--- src/rtl/cgra4ml_axi2ram.sv ---
// Accelerator stand-in: AXI-Lite config slave (cfg regs + SDP config RAM) driving a
// streaming engine that reads pixel/weight beats and writes their bytewise sum.

module cgra4ml_axi2ram_sdp_ram #(
  parameter int RAM_DEPTH = 16,
  parameter int DATA_W    = 32,
  parameter int STRB_W    = 4,
  parameter int RAM_AW    = (RAM_DEPTH > 1) ? $clog2(RAM_DEPTH) : 1
) (
  input  logic              clk,
  input  logic              i_we,
  input  logic [RAM_AW-1:0] i_waddr,
  input  logic [DATA_W-1:0] i_wdata,
  input  logic [STRB_W-1:0] i_wstrb,
  input  logic [RAM_AW-1:0] i_raddr,
  output logic [DATA_W-1:0] o_rdata
);
  logic [DATA_W-1:0] RAM [0:RAM_DEPTH-1];

  // Contents are deliberately left unreset; software loads them before use.
  always_ff @(posedge clk) begin
    if (i_we) begin
      for (int b = 0; b < STRB_W; b++) begin
        if (i_wstrb[b]) RAM[i_waddr][8*b +: 8] <= i_wdata[8*b +: 8];
      end
    end
  end

  assign o_rdata = RAM[i_raddr];
endmodule

module cgra4ml_axi2ram_controller #(
  parameter int C_S_AXI_DATA_WIDTH = 128,
  parameter int C_S_AXI_ADDR_WIDTH = 32,
  parameter int LSB                = $clog2(C_S_AXI_DATA_WIDTH) - 3,
  parameter int ADDR_WIDTH         = 40,
  parameter int DATA_WR_WIDTH      = 32,
  parameter int DATA_RD_WIDTH      = 32,
  parameter int STRB_WIDTH         = 4,
  parameter int RAM_DEPTH          = 16
) (
  input  logic                              clk,
  input  logic                              rstn,
  input  logic [ADDR_WIDTH-1:0]             s_axil_awaddr,
  input  logic [2:0]                        s_axil_awprot,
  input  logic                              s_axil_awvalid,
  output logic                              s_axil_awready,
  input  logic [DATA_WR_WIDTH-1:0]          s_axil_wdata,
  input  logic [STRB_WIDTH-1:0]             s_axil_wstrb,
  input  logic                              s_axil_wvalid,
  output logic                              s_axil_wready,
  output logic [1:0]                        s_axil_bresp,
  output logic                              s_axil_bvalid,
  input  logic                              s_axil_bready,
  input  logic [ADDR_WIDTH-1:0]             s_axil_araddr,
  input  logic [2:0]                        s_axil_arprot,
  input  logic                              s_axil_arvalid,
  output logic                              s_axil_arready,
  output logic [DATA_RD_WIDTH-1:0]          s_axil_rdata,
  output logic [1:0]                        s_axil_rresp,
  output logic                              s_axil_rvalid,
  input  logic                              s_axil_rready,
  output logic                              o_rd_pixel,
  output logic [C_S_AXI_ADDR_WIDTH-LSB-1:0] o_raddr_pixel,
  input  logic [C_S_AXI_DATA_WIDTH-1:0]     i_rdata_pixel,
  output logic                              o_rd_weights,
  output logic [C_S_AXI_ADDR_WIDTH-LSB-1:0] o_raddr_weights,
  input  logic [C_S_AXI_DATA_WIDTH-1:0]     i_rdata_weights,
  output logic                              o_we_output,
  output logic [C_S_AXI_ADDR_WIDTH-LSB-1:0] o_waddr_output,
  output logic [C_S_AXI_DATA_WIDTH-1:0]     o_wdata_output,
  output logic [C_S_AXI_DATA_WIDTH/8-1:0]   o_wstrb_output
);
  localparam int IW     = ADDR_WIDTH - 2;
  localparam int AW     = C_S_AXI_ADDR_WIDTH - LSB;
  localparam int NB     = C_S_AXI_DATA_WIDTH / 8;
  localparam int RAM_AW = (RAM_DEPTH > 1) ? $clog2(RAM_DEPTH) : 1;
  localparam logic [IW-1:0] CFG_WORDS = IW'(16);
  localparam logic [IW-1:0] RAM_END   = IW'(16 + RAM_DEPTH);

  typedef enum logic [2:0] {S_IDLE, S_READ, S_CAPTURE, S_WRITE, S_DONE} state_t;

  function automatic logic [C_S_AXI_DATA_WIDTH-1:0] byte_add_mod256(
    input logic [C_S_AXI_DATA_WIDTH-1:0] a,
    input logic [C_S_AXI_DATA_WIDTH-1:0] b
  );
    logic [C_S_AXI_DATA_WIDTH-1:0] s;
    s = '0;
    for (int k = 0; k < NB; k++) s[8*k +: 8] = a[8*k +: 8] + b[8*k +: 8];
    return s;
  endfunction

  logic [31:0] cfg [0:15];

  state_t                  r_state, w_state_nxt;
  logic                    r_awready, r_bvalid, r_arready, r_rvalid;
  logic [DATA_RD_WIDTH-1:0] r_rdata;
  logic [31:0]             r_idx, r_len;
  logic [AW-1:0]           r_pix_base, r_wgt_base, r_out_base;
  logic [C_S_AXI_DATA_WIDTH-1:0] r_pix_p0, r_wgt_p0;

  logic [IW-1:0]           w_widx, w_ridx;
  logic                    w_wr_fire, w_rd_fire, w_wr_cfg, w_wr_ram, w_rd_cfg, w_rd_ram;
  logic [3:0]              w_wr_cfg_idx;
  logic [RAM_AW-1:0]       w_ram_widx, w_ram_ridx;
  logic [DATA_WR_WIDTH-1:0] w_ram_rdata;
  logic [DATA_RD_WIDTH-1:0] w_rd_word;
  logic                    w_start, w_busy_nxt, w_done_nxt, w_rd, w_we;
  logic [31:0]             w_idx_inc;
  logic                    w_unused;

  assign w_unused = &{1'b0, s_axil_awprot, s_axil_arprot, s_axil_awaddr[1:0], s_axil_araddr[1:0]};

  assign w_widx       = s_axil_awaddr[ADDR_WIDTH-1:2];
  assign w_ridx       = s_axil_araddr[ADDR_WIDTH-1:2];
  assign w_wr_fire    = r_awready & s_axil_awvalid & s_axil_wvalid;
  assign w_rd_fire    = r_arready & s_axil_arvalid;
  assign w_wr_cfg     = (w_widx < CFG_WORDS);
  assign w_wr_ram     = !w_wr_cfg && (w_widx < RAM_END);
  assign w_rd_cfg     = (w_ridx < CFG_WORDS);
  assign w_rd_ram     = !w_rd_cfg && (w_ridx < RAM_END);
  assign w_wr_cfg_idx = w_widx[3:0];
  assign w_ram_widx   = RAM_AW'(w_widx - CFG_WORDS);
  assign w_ram_ridx   = RAM_AW'(w_ridx - CFG_WORDS);

  // A start is recognised on the same edge the CTRL write lands, so READ follows next cycle.
  assign w_start = w_wr_fire && w_wr_cfg && (w_wr_cfg_idx == 4'd0) &&
                   s_axil_wstrb[0] && s_axil_wdata[0] && (r_state == S_IDLE);

  cgra4ml_axi2ram_sdp_ram #(
    .RAM_DEPTH (RAM_DEPTH),
    .DATA_W    (DATA_WR_WIDTH),
    .STRB_W    (STRB_WIDTH),
    .RAM_AW    (RAM_AW)
  ) sdp_ram (
    .clk     (clk),
    .i_we    (w_wr_fire && w_wr_ram),
    .i_waddr (w_ram_widx),
    .i_wdata (s_axil_wdata),
    .i_wstrb (s_axil_wstrb),
    .i_raddr (w_ram_ridx),
    .o_rdata (w_ram_rdata)
  );

  always_comb begin
    w_rd_word = '0;
    if (w_rd_cfg)      w_rd_word = DATA_RD_WIDTH'(cfg[w_ridx[3:0]]);
    else if (w_rd_ram) w_rd_word = DATA_RD_WIDTH'(w_ram_rdata);
  end

  // AXI-Lite channel handshakes
  always_ff @(posedge clk or negedge rstn) begin
    if (!rstn) begin
      r_awready <= 1'b0;
      r_bvalid  <= 1'b0;
      r_arready <= 1'b0;
      r_rvalid  <= 1'b0;
      r_rdata   <= '0;
    end else begin
      r_awready <= s_axil_awvalid && s_axil_wvalid && !r_bvalid && !r_awready;
      if (w_wr_fire)          r_bvalid <= 1'b1;
      else if (s_axil_bready) r_bvalid <= 1'b0;
      r_arready <= s_axil_arvalid && !r_rvalid && !r_arready;
      if (w_rd_fire) begin
        r_rvalid <= 1'b1;
        r_rdata  <= w_rd_word;
      end else if (s_axil_rready) begin
        r_rvalid <= 1'b0;
      end
    end
  end

  assign s_axil_awready = r_awready;
  assign s_axil_wready  = r_awready;
  assign s_axil_bresp   = 2'b00;
  assign s_axil_bvalid  = r_bvalid;
  assign s_axil_arready = r_arready;
  assign s_axil_rdata   = r_rdata;
  assign s_axil_rresp   = 2'b00;
  assign s_axil_rvalid  = r_rvalid;

  assign w_idx_inc = r_idx + 32'd1;

  always_comb begin
    w_state_nxt = r_state;
    unique case (r_state)
      S_IDLE:    if (w_start) w_state_nxt = (cfg[5] == 32'd0) ? S_DONE : S_READ;
      S_READ:    w_state_nxt = S_CAPTURE;
      S_CAPTURE: w_state_nxt = S_WRITE;
      S_WRITE:   w_state_nxt = (w_idx_inc < r_len) ? S_READ : S_DONE;
      S_DONE:    w_state_nxt = S_IDLE;
      default:   w_state_nxt = S_IDLE;
    endcase
  end

  assign w_busy_nxt = w_state_nxt inside {S_READ, S_CAPTURE, S_WRITE};
  assign w_done_nxt = (w_state_nxt == S_DONE) || (cfg[1][1] && !w_start);

  // Register file: CTRL bit0 self-clears, STATUS mirrors the engine's next state.
  always_ff @(posedge clk or negedge rstn) begin
    if (!rstn) begin
      for (int i = 0; i < 16; i++) cfg[i] <= '0;
    end else begin
      if (w_wr_fire && w_wr_cfg && ((w_wr_cfg_idx != 4'd0) || (r_state == S_IDLE))) begin
        for (int b = 0; b < 4; b++) begin
          if (s_axil_wstrb[b]) cfg[w_wr_cfg_idx][8*b +: 8] <= s_axil_wdata[8*b +: 8];
        end
      end
      cfg[0][0] <= 1'b0;
      cfg[1]    <= {30'd0, w_done_nxt, w_busy_nxt};
    end
  end

  // Engine control; job parameters are latched at start
  always_ff @(posedge clk or negedge rstn) begin
    if (!rstn) begin
      r_state    <= S_IDLE;
      r_idx      <= '0;
      r_len      <= '0;
      r_pix_base <= '0;
      r_wgt_base <= '0;
      r_out_base <= '0;
    end else begin
      r_state <= w_state_nxt;
      if (w_start) begin
        r_idx      <= '0;
        r_len      <= cfg[5];
        r_pix_base <= cfg[2][C_S_AXI_ADDR_WIDTH-1:LSB];
        r_wgt_base <= cfg[3][C_S_AXI_ADDR_WIDTH-1:LSB];
        r_out_base <= cfg[4][C_S_AXI_ADDR_WIDTH-1:LSB];
      end else if (r_state == S_WRITE) begin
        r_idx <= w_idx_inc;
      end
    end
  end

  // Capture stage: memory data arrives the cycle after the read strobe
  always_ff @(posedge clk) begin
    if (r_state == S_CAPTURE) begin
      r_pix_p0 <= i_rdata_pixel;
      r_wgt_p0 <= i_rdata_weights;
    end
  end

  assign w_rd = (r_state == S_READ);
  assign w_we = (r_state == S_WRITE);

  assign o_rd_pixel      = w_rd;
  assign o_rd_weights    = w_rd;
  assign o_raddr_pixel   = w_rd ? r_pix_base + r_idx[AW-1:0] : '0;
  assign o_raddr_weights = w_rd ? r_wgt_base + r_idx[AW-1:0] : '0;
  assign o_we_output     = w_we;
  assign o_waddr_output  = w_we ? r_out_base + r_idx[AW-1:0] : '0;
  assign o_wdata_output  = w_we ? byte_add_mod256(r_pix_p0, r_wgt_p0) : '0;
  assign o_wstrb_output  = {NB{w_we}};
endmodule

module cgra4ml_axi2ram_oc_top #(
  parameter int C_S_AXI_DATA_WIDTH = 128,
  parameter int C_S_AXI_ADDR_WIDTH = 32,
  parameter int LSB                = $clog2(C_S_AXI_DATA_WIDTH) - 3,
  parameter int ADDR_WIDTH         = 40,
  parameter int DATA_WR_WIDTH      = 32,
  parameter int DATA_RD_WIDTH      = 32,
  parameter int STRB_WIDTH         = 4,
  parameter int RAM_DEPTH          = 16
) (
  input  logic                              clk,
  input  logic                              rstn,
  input  logic [ADDR_WIDTH-1:0]             s_axil_awaddr,
  input  logic [2:0]                        s_axil_awprot,
  input  logic                              s_axil_awvalid,
  output logic                              s_axil_awready,
  input  logic [DATA_WR_WIDTH-1:0]          s_axil_wdata,
  input  logic [STRB_WIDTH-1:0]             s_axil_wstrb,
  input  logic                              s_axil_wvalid,
  output logic                              s_axil_wready,
  output logic [1:0]                        s_axil_bresp,
  output logic                              s_axil_bvalid,
  input  logic                              s_axil_bready,
  input  logic [ADDR_WIDTH-1:0]             s_axil_araddr,
  input  logic [2:0]                        s_axil_arprot,
  input  logic                              s_axil_arvalid,
  output logic                              s_axil_arready,
  output logic [DATA_RD_WIDTH-1:0]          s_axil_rdata,
  output logic [1:0]                        s_axil_rresp,
  output logic                              s_axil_rvalid,
  input  logic                              s_axil_rready,
  output logic                              o_rd_pixel,
  output logic [C_S_AXI_ADDR_WIDTH-LSB-1:0] o_raddr_pixel,
  input  logic [C_S_AXI_DATA_WIDTH-1:0]     i_rdata_pixel,
  output logic                              o_rd_weights,
  output logic [C_S_AXI_ADDR_WIDTH-LSB-1:0] o_raddr_weights,
  input  logic [C_S_AXI_DATA_WIDTH-1:0]     i_rdata_weights,
  output logic                              o_we_output,
  output logic [C_S_AXI_ADDR_WIDTH-LSB-1:0] o_waddr_output,
  output logic [C_S_AXI_DATA_WIDTH-1:0]     o_wdata_output,
  output logic [C_S_AXI_DATA_WIDTH/8-1:0]   o_wstrb_output
);
  cgra4ml_axi2ram_controller #(
    .C_S_AXI_DATA_WIDTH (C_S_AXI_DATA_WIDTH),
    .C_S_AXI_ADDR_WIDTH (C_S_AXI_ADDR_WIDTH),
    .LSB                (LSB),
    .ADDR_WIDTH         (ADDR_WIDTH),
    .DATA_WR_WIDTH      (DATA_WR_WIDTH),
    .DATA_RD_WIDTH      (DATA_RD_WIDTH),
    .STRB_WIDTH         (STRB_WIDTH),
    .RAM_DEPTH          (RAM_DEPTH)
  ) CONTROLLER (.*);
endmodule

module cgra4ml_axi2ram #(
  parameter int C_S_AXI_DATA_WIDTH = 128,
  parameter int C_S_AXI_ADDR_WIDTH = 32,
  parameter int LSB                = $clog2(C_S_AXI_DATA_WIDTH) - 3,
  parameter int ADDR_WIDTH         = 40,
  parameter int DATA_WR_WIDTH      = 32,
  parameter int DATA_RD_WIDTH      = 32,
  parameter int STRB_WIDTH         = 4,
  parameter int RAM_DEPTH          = 16
) (
  input  logic                              clk,
  input  logic                              rstn,
  input  logic [ADDR_WIDTH-1:0]             s_axil_awaddr,
  input  logic [2:0]                        s_axil_awprot,
  input  logic                              s_axil_awvalid,
  output logic                              s_axil_awready,
  input  logic [DATA_WR_WIDTH-1:0]          s_axil_wdata,
  input  logic [STRB_WIDTH-1:0]             s_axil_wstrb,
  input  logic                              s_axil_wvalid,
  output logic                              s_axil_wready,
  output logic [1:0]                        s_axil_bresp,
  output logic                              s_axil_bvalid,
  input  logic                              s_axil_bready,
  input  logic [ADDR_WIDTH-1:0]             s_axil_araddr,
  input  logic [2:0]                        s_axil_arprot,
  input  logic                              s_axil_arvalid,
  output logic                              s_axil_arready,
  output logic [DATA_RD_WIDTH-1:0]          s_axil_rdata,
  output logic [1:0]                        s_axil_rresp,
  output logic                              s_axil_rvalid,
  input  logic                              s_axil_rready,
  output logic                              o_rd_pixel,
  output logic [C_S_AXI_ADDR_WIDTH-LSB-1:0] o_raddr_pixel,
  input  logic [C_S_AXI_DATA_WIDTH-1:0]     i_rdata_pixel,
  output logic                              o_rd_weights,
  output logic [C_S_AXI_ADDR_WIDTH-LSB-1:0] o_raddr_weights,
  input  logic [C_S_AXI_DATA_WIDTH-1:0]     i_rdata_weights,
  output logic                              o_we_output,
  output logic [C_S_AXI_ADDR_WIDTH-LSB-1:0] o_waddr_output,
  output logic [C_S_AXI_DATA_WIDTH-1:0]     o_wdata_output,
  output logic [C_S_AXI_DATA_WIDTH/8-1:0]   o_wstrb_output
);
  cgra4ml_axi2ram_oc_top #(
    .C_S_AXI_DATA_WIDTH (C_S_AXI_DATA_WIDTH),
    .C_S_AXI_ADDR_WIDTH (C_S_AXI_ADDR_WIDTH),
    .LSB                (LSB),
    .ADDR_WIDTH         (ADDR_WIDTH),
    .DATA_WR_WIDTH      (DATA_WR_WIDTH),
    .DATA_RD_WIDTH      (DATA_RD_WIDTH),
    .STRB_WIDTH         (STRB_WIDTH),
    .RAM_DEPTH          (RAM_DEPTH)
  ) OC_TOP (.*);
endmodule

--- config.mk ---
export PLATFORM = sky130hd
export DESIGN_NAME = cgra4ml_axi2ram
export DESIGN_NICKNAME = d
export VERILOG_FILES = /design/src/rtl/cgra4ml_axi2ram.sv
export SDC_FILE = /design/constraint.sdc
export NUM_CORES = 2
export LEC_CHECK = 0
export CAP_MARGIN = 20
export CELL_PAD_IN_SITES_DETAIL_PLACEMENT = 0
export CELL_PAD_IN_SITES_GLOBAL_PLACEMENT = 1
export CORE_ASPECT_RATIO = 0.7
export CORE_UTILIZATION = 44
export DETAILED_ROUTE_END_ITERATION = 8
export PLACE_DENSITY = 0.81
export SYNTH_ARGS = -nofsm -noshare
export SYNTH_HDL_FRONTEND = slang
export SYNTH_SLANG_ARGS = --single-unit
--- constraint.sdc ---
create_clock -name clk -period 6.8 [get_ports clk]
set_input_delay 0.68 -clock clk [delete_from_list [all_inputs] [get_ports clk]]
set_output_delay 0.68 -clock clk [all_outputs]
set_load 0.02 [all_outputs]
==> impl_metrics.py <==
metrics = {
    "timing": {
        "slew_viol_final": 0,
        "period_share_pct": 83.4,
        "hold-worst-slack_ps": 454,
        "finalHoldViolCount": 0,
        "final.min_clock_period_ps": 5670,
        "slew-limit-headroom_pct": 22.9,
        "setup_tns_ps": 0,
        "tightest_slew_ps": 1140,
        "finalClockSkew_ps": 25.5,
        "max_freq_mhz": 176,
        "rsz0062_at_grt": "no",
        "final-setup-viol-count": 0,
    },
    "routing": {
        "drcViolationCount": 0,
        "drt_iter0_drc": 4068,
        "ant_nets": 0,
        "via_per_inst": 5.58,
        "wirelength_microns": 187000,
        "vias": 41700,
        "first_pass_iters": 6,
        "post_drt_wl_per_cell_microns": 25.0,
    },
    "critical_path": {
        "critPathArrivalTime_ps": 4990,
        "crit_path_end_kind": "primary output",
        "reg2reg_depth": 17,
        "crit_fanout": 7,
        "cp-start-kind": "flop",
        "critical_path_class": "flop to primary output",
        "worst-endpoint-required_ps": 6120,
    },
    "clock_network": {
        "cts_tree": "done",
        "worstSkewPairLatency_ps": 790,
        "cts_root_buf": "clkbuf_16",
        "clockBufferDepth": 3,
        "ctsHtreeMaxLevel": 4,
        "numCtsBuffers": 143,
        "path_clk_slew_ps": 60,
        "cts.sinks": 1436,
    },
    "synth": {
        "avgSynthCellArea_sq_um": 14.3,
        "synth.area.top_cells": "edfxtp_1 34%, dfrtp_1 25%, mux4_2 8.6%, mux2_2 5.6%, ha_1 4.2%",
        "yosys_register_bits": 1436,
        "synth_top_cell_by_area": "edfxtp_1",
        "syn_area_sq_mm": 0.0677,
        "synthArstFlopShare_pct": 46.5,
        "seq_area_frac_synth_pct": 58.8,
        "synth_warnings": 0,
        "yosys-mux-area-fraction_pct": 18.9,
        "synth_top_cell_area_share_pct": 34.1,
        "synth.distinct_cells": 73,
        "synth_edf_count": 768,
        "synth-xor-area-share_pct": 2.94,
        "postSynthCellCount": 4719,
        "yosys.area_share.adder_pct": 4.72,
        "synth_simple_gate_area_share_pct": 7.86,
        "synthFlopType": "edfxtp_1",
        "synth-compound-area-share_pct": 4.77,
        "synth_top_family_by_area": "multiplexers",
    },
    "floorplan": {
        "core-area_sq_mm": 0.153,
        "die_w_microns": 471,
        "die_y_microns": 330,
        "top_level_ports": 657,
        "fp.dieArea_sq_mm": 0.155,
        "start_util_pct": 44.3,
        "rows": 120,
    },
    "finish": {
        "fin_nets": 5978,
        "fin_cells": 7476,
        "layout-area-overhead-vs-synth_pct": 19.8,
        "fin_area_sq_mm": 0.0811,
        "drive_gt1_share_pct": 17.6,
    },
    "outcome": {
        "status": "finished clean",
    },
    "placed_design": {
        "placed_area_sq_mm": 0.0761,
        "routabilityCongestion": 0.896,
        "port_buffers": 642,
        "dpl.hpwl_microns": 133000,
        "dpl.cell_count": 7203,
    },
    "pwr": {
        "report.power.total_mw": 18.0,
        "p_leak_nw": 34.4,
        "power.share.clock_pct": 44.5,
        "sw_frac_of_total_pct": 21.8,
        "switching_power_mw": 3.91,
        "p_per_area_mw_per_mm2": 221,
        "worst_ir_drop_vdd_mv": 0.262,
        "p_comb_share_pct": 4.4,
        "p_int_mw": 14.0,
        "seq_power_share_pct": 51.1,
    },
    "global_routing": {
        "antenna_found_initial": 5,
        "grt_pass1_vias": 41300,
        "track_usage_pct": 23.7,
        "grt_max_degree": 170,
        "grt-ovfl-total": 0,
        "grt_pass1_wl_microns": 273000,
    },
    "worst_hold_path": {
        "holdPathStages": 1,
        "hold_path_class": "flop to flop",
    },
    "flow_run": {
        "maxCapViolCount": 0,
    },
}
## cells in the final DEF (no fill, tap or decap), types with 152 or more instances in the layout
cell	n
nor2_1	340
clkdlybuf4s50_1	636
mux2i_1	156
xnor2_1	154
edfxtp_1	768
nand2_1	446
clkbuf_16	152
mux2_2	337
dfrtp_1	668
mux4_2	257
a21oi_1	174
ha_1	225
## critical path: stages (launching register included)
cell and delay, ps:
dfrtp_1 470, ha_1 270, fa_1 450, a211oi_1 390
o21a_1 270, o32ai_1 110, buf_4 200, a221oi_2 360
o21ai_1 210, nand3_1 180, nand2_1 80, xor2_1 280
and2_1 190, clkdlybuf4s50_1 740
## path summary, 6_finish.rpt
| path | startpoint | end | slack (ps) |
|---|---|---|---|
| max | OC_TOP.CONTROLLER.r_idx[0] | o_waddr_output[24] | 1130 |
| min reg2reg | OC_TOP.CONTROLLER.s_axil_bvalid | OC_TOP.CONTROLLER.s_axil_awready | 450 |
| min in group asynchronous | rstn | OC_TOP.CONTROLLER.s_axil_awready | 520 |
| max in group asynchronous | rstn | OC_TOP.CONTROLLER.cfg[370] | 4650 |
| max reg2reg | OC_TOP.CONTROLLER.r_idx[1] | OC_TOP.CONTROLLER.cfg[448] | 2200 |
| min | OC_TOP.CONTROLLER.s_axil_bvalid | OC_TOP.CONTROLLER.s_axil_awready | 450 |
## timing repair
action | 4_1_cts | 5_1_grt
gates resized for setup | 0 | 0
hold endpoints to repair | 47 | 0
endpoints found under the setup margin | 0 | 0
hold buffers | 1 | 0
setup buffers | 0 | 0
## cell families (layout without fill, tap and decap cells)
logic type | count (synthesis) | in the layout
buffers and inverters | 311 | 1049
adders and majority gates | 244 | 244
other | 1 | 7
and+or+nand+nor | 1076 | 1076
DFF | 1436 | 1436
xor gates and xnor gates | 227 | 227
muxes | 895 | 895
AOI/OAI and AO/OA | 529 | 529
## per-stage QoR
stage	util, %	setup WS, ps
CTS	52.8	1100
floorplan	-	570
global placement	49.8	1870
detailed placement	49.8	1830
finish	53.1	1130
global route	53.1	923
## power by group through the flow
stage          clock network (mW)  registers (mW)  logic [mW]
6_report                     7.99            9.18       0.784
5_1_grt                      8.41            9.18       0.840
4_1_cts                      8.12            9.18       0.773
3_5_place_dp                    0            9.36       0.771
3_3_place_gp                    0            9.36       0.757
2_1_floorplan                   0            9.36       0.294
## final cells by class
type / instances / area, sq um
Antenna cell: 3 / 7.51
Clock buffer: 198 / 4040
Clock inverter: 58 / 619
Fill cell: 12600 / 71700
Inverter: 89 / 342
Multi-Input combinational cell: 2975 / 26600
Sequential cell: 1436 / 39800
Tap cell: 2013 / 2520
Timing Repair Buffer: 704 / 7240
## per-layer routing
layer,track usage (%),share of wire (%),up-vias
li1,-,-,18700
met3,4.64,6.9,260
met4,6.54,2.3,2
met2,35.5,46,1318
met1,35.1,45,21400
met5,0,0.0048,-
## state kept, by name, summed over array words and instances, names as in the netlist
register / count
OC_TOP.CONTROLLER.s_axil_awready: 1
OC_TOP.CONTROLLER.r_state: 3
OC_TOP.CONTROLLER.s_axil_arready: 1
OC_TOP.CONTROLLER.s_axil_rdata: 32
OC_TOP.CONTROLLER.r_pix_base: 28
OC_TOP.CONTROLLER.r_len: 32
OC_TOP.CONTROLLER.sdp_ram.RAM: 512
OC_TOP.CONTROLLER.r_idx: 32
OC_TOP.CONTROLLER.s_axil_bvalid: 1
OC_TOP.CONTROLLER.s_axil_rvalid: 1
OC_TOP.CONTROLLER.r_wgt_base: 28
OC_TOP.CONTROLLER.r_wgt_p0: 128
OC_TOP.CONTROLLER.r_out_base: 28
OC_TOP.CONTROLLER.r_pix_p0: 128
OC_TOP.CONTROLLER.cfg: 481
## Yosys cell counts, types with 6 or more instances
cell type and number:
o211ai_1 7, o21ai_1 6, mux2i_1 156, xor2_1 73
a21o_1 73, o21ai_0 143, and2_1 42, o21bai_1 66
a211oi_1 10, edfxtp_1 768, nand4_1 28, inv_1 88
mux4_2 257, dfrtp_1 668, fa_1 19, ha_1 225
nor2_1 340, mux2_2 337, buf_4 32, or3_1 13
buf_1 38, mux2_1 145, nor2b_1 6, clkbuf_1 88
a21oi_1 174, buf_2 57, o21a_1 15, nor2_8 40
a31oi_1 7, nor2_2 17, nand3_1 42, xnor2_1 154
nor3_1 28, nor4_1 28, nand2_1 448, and3_1 16
No activity file was read; power rests on OpenSTA's default activity.
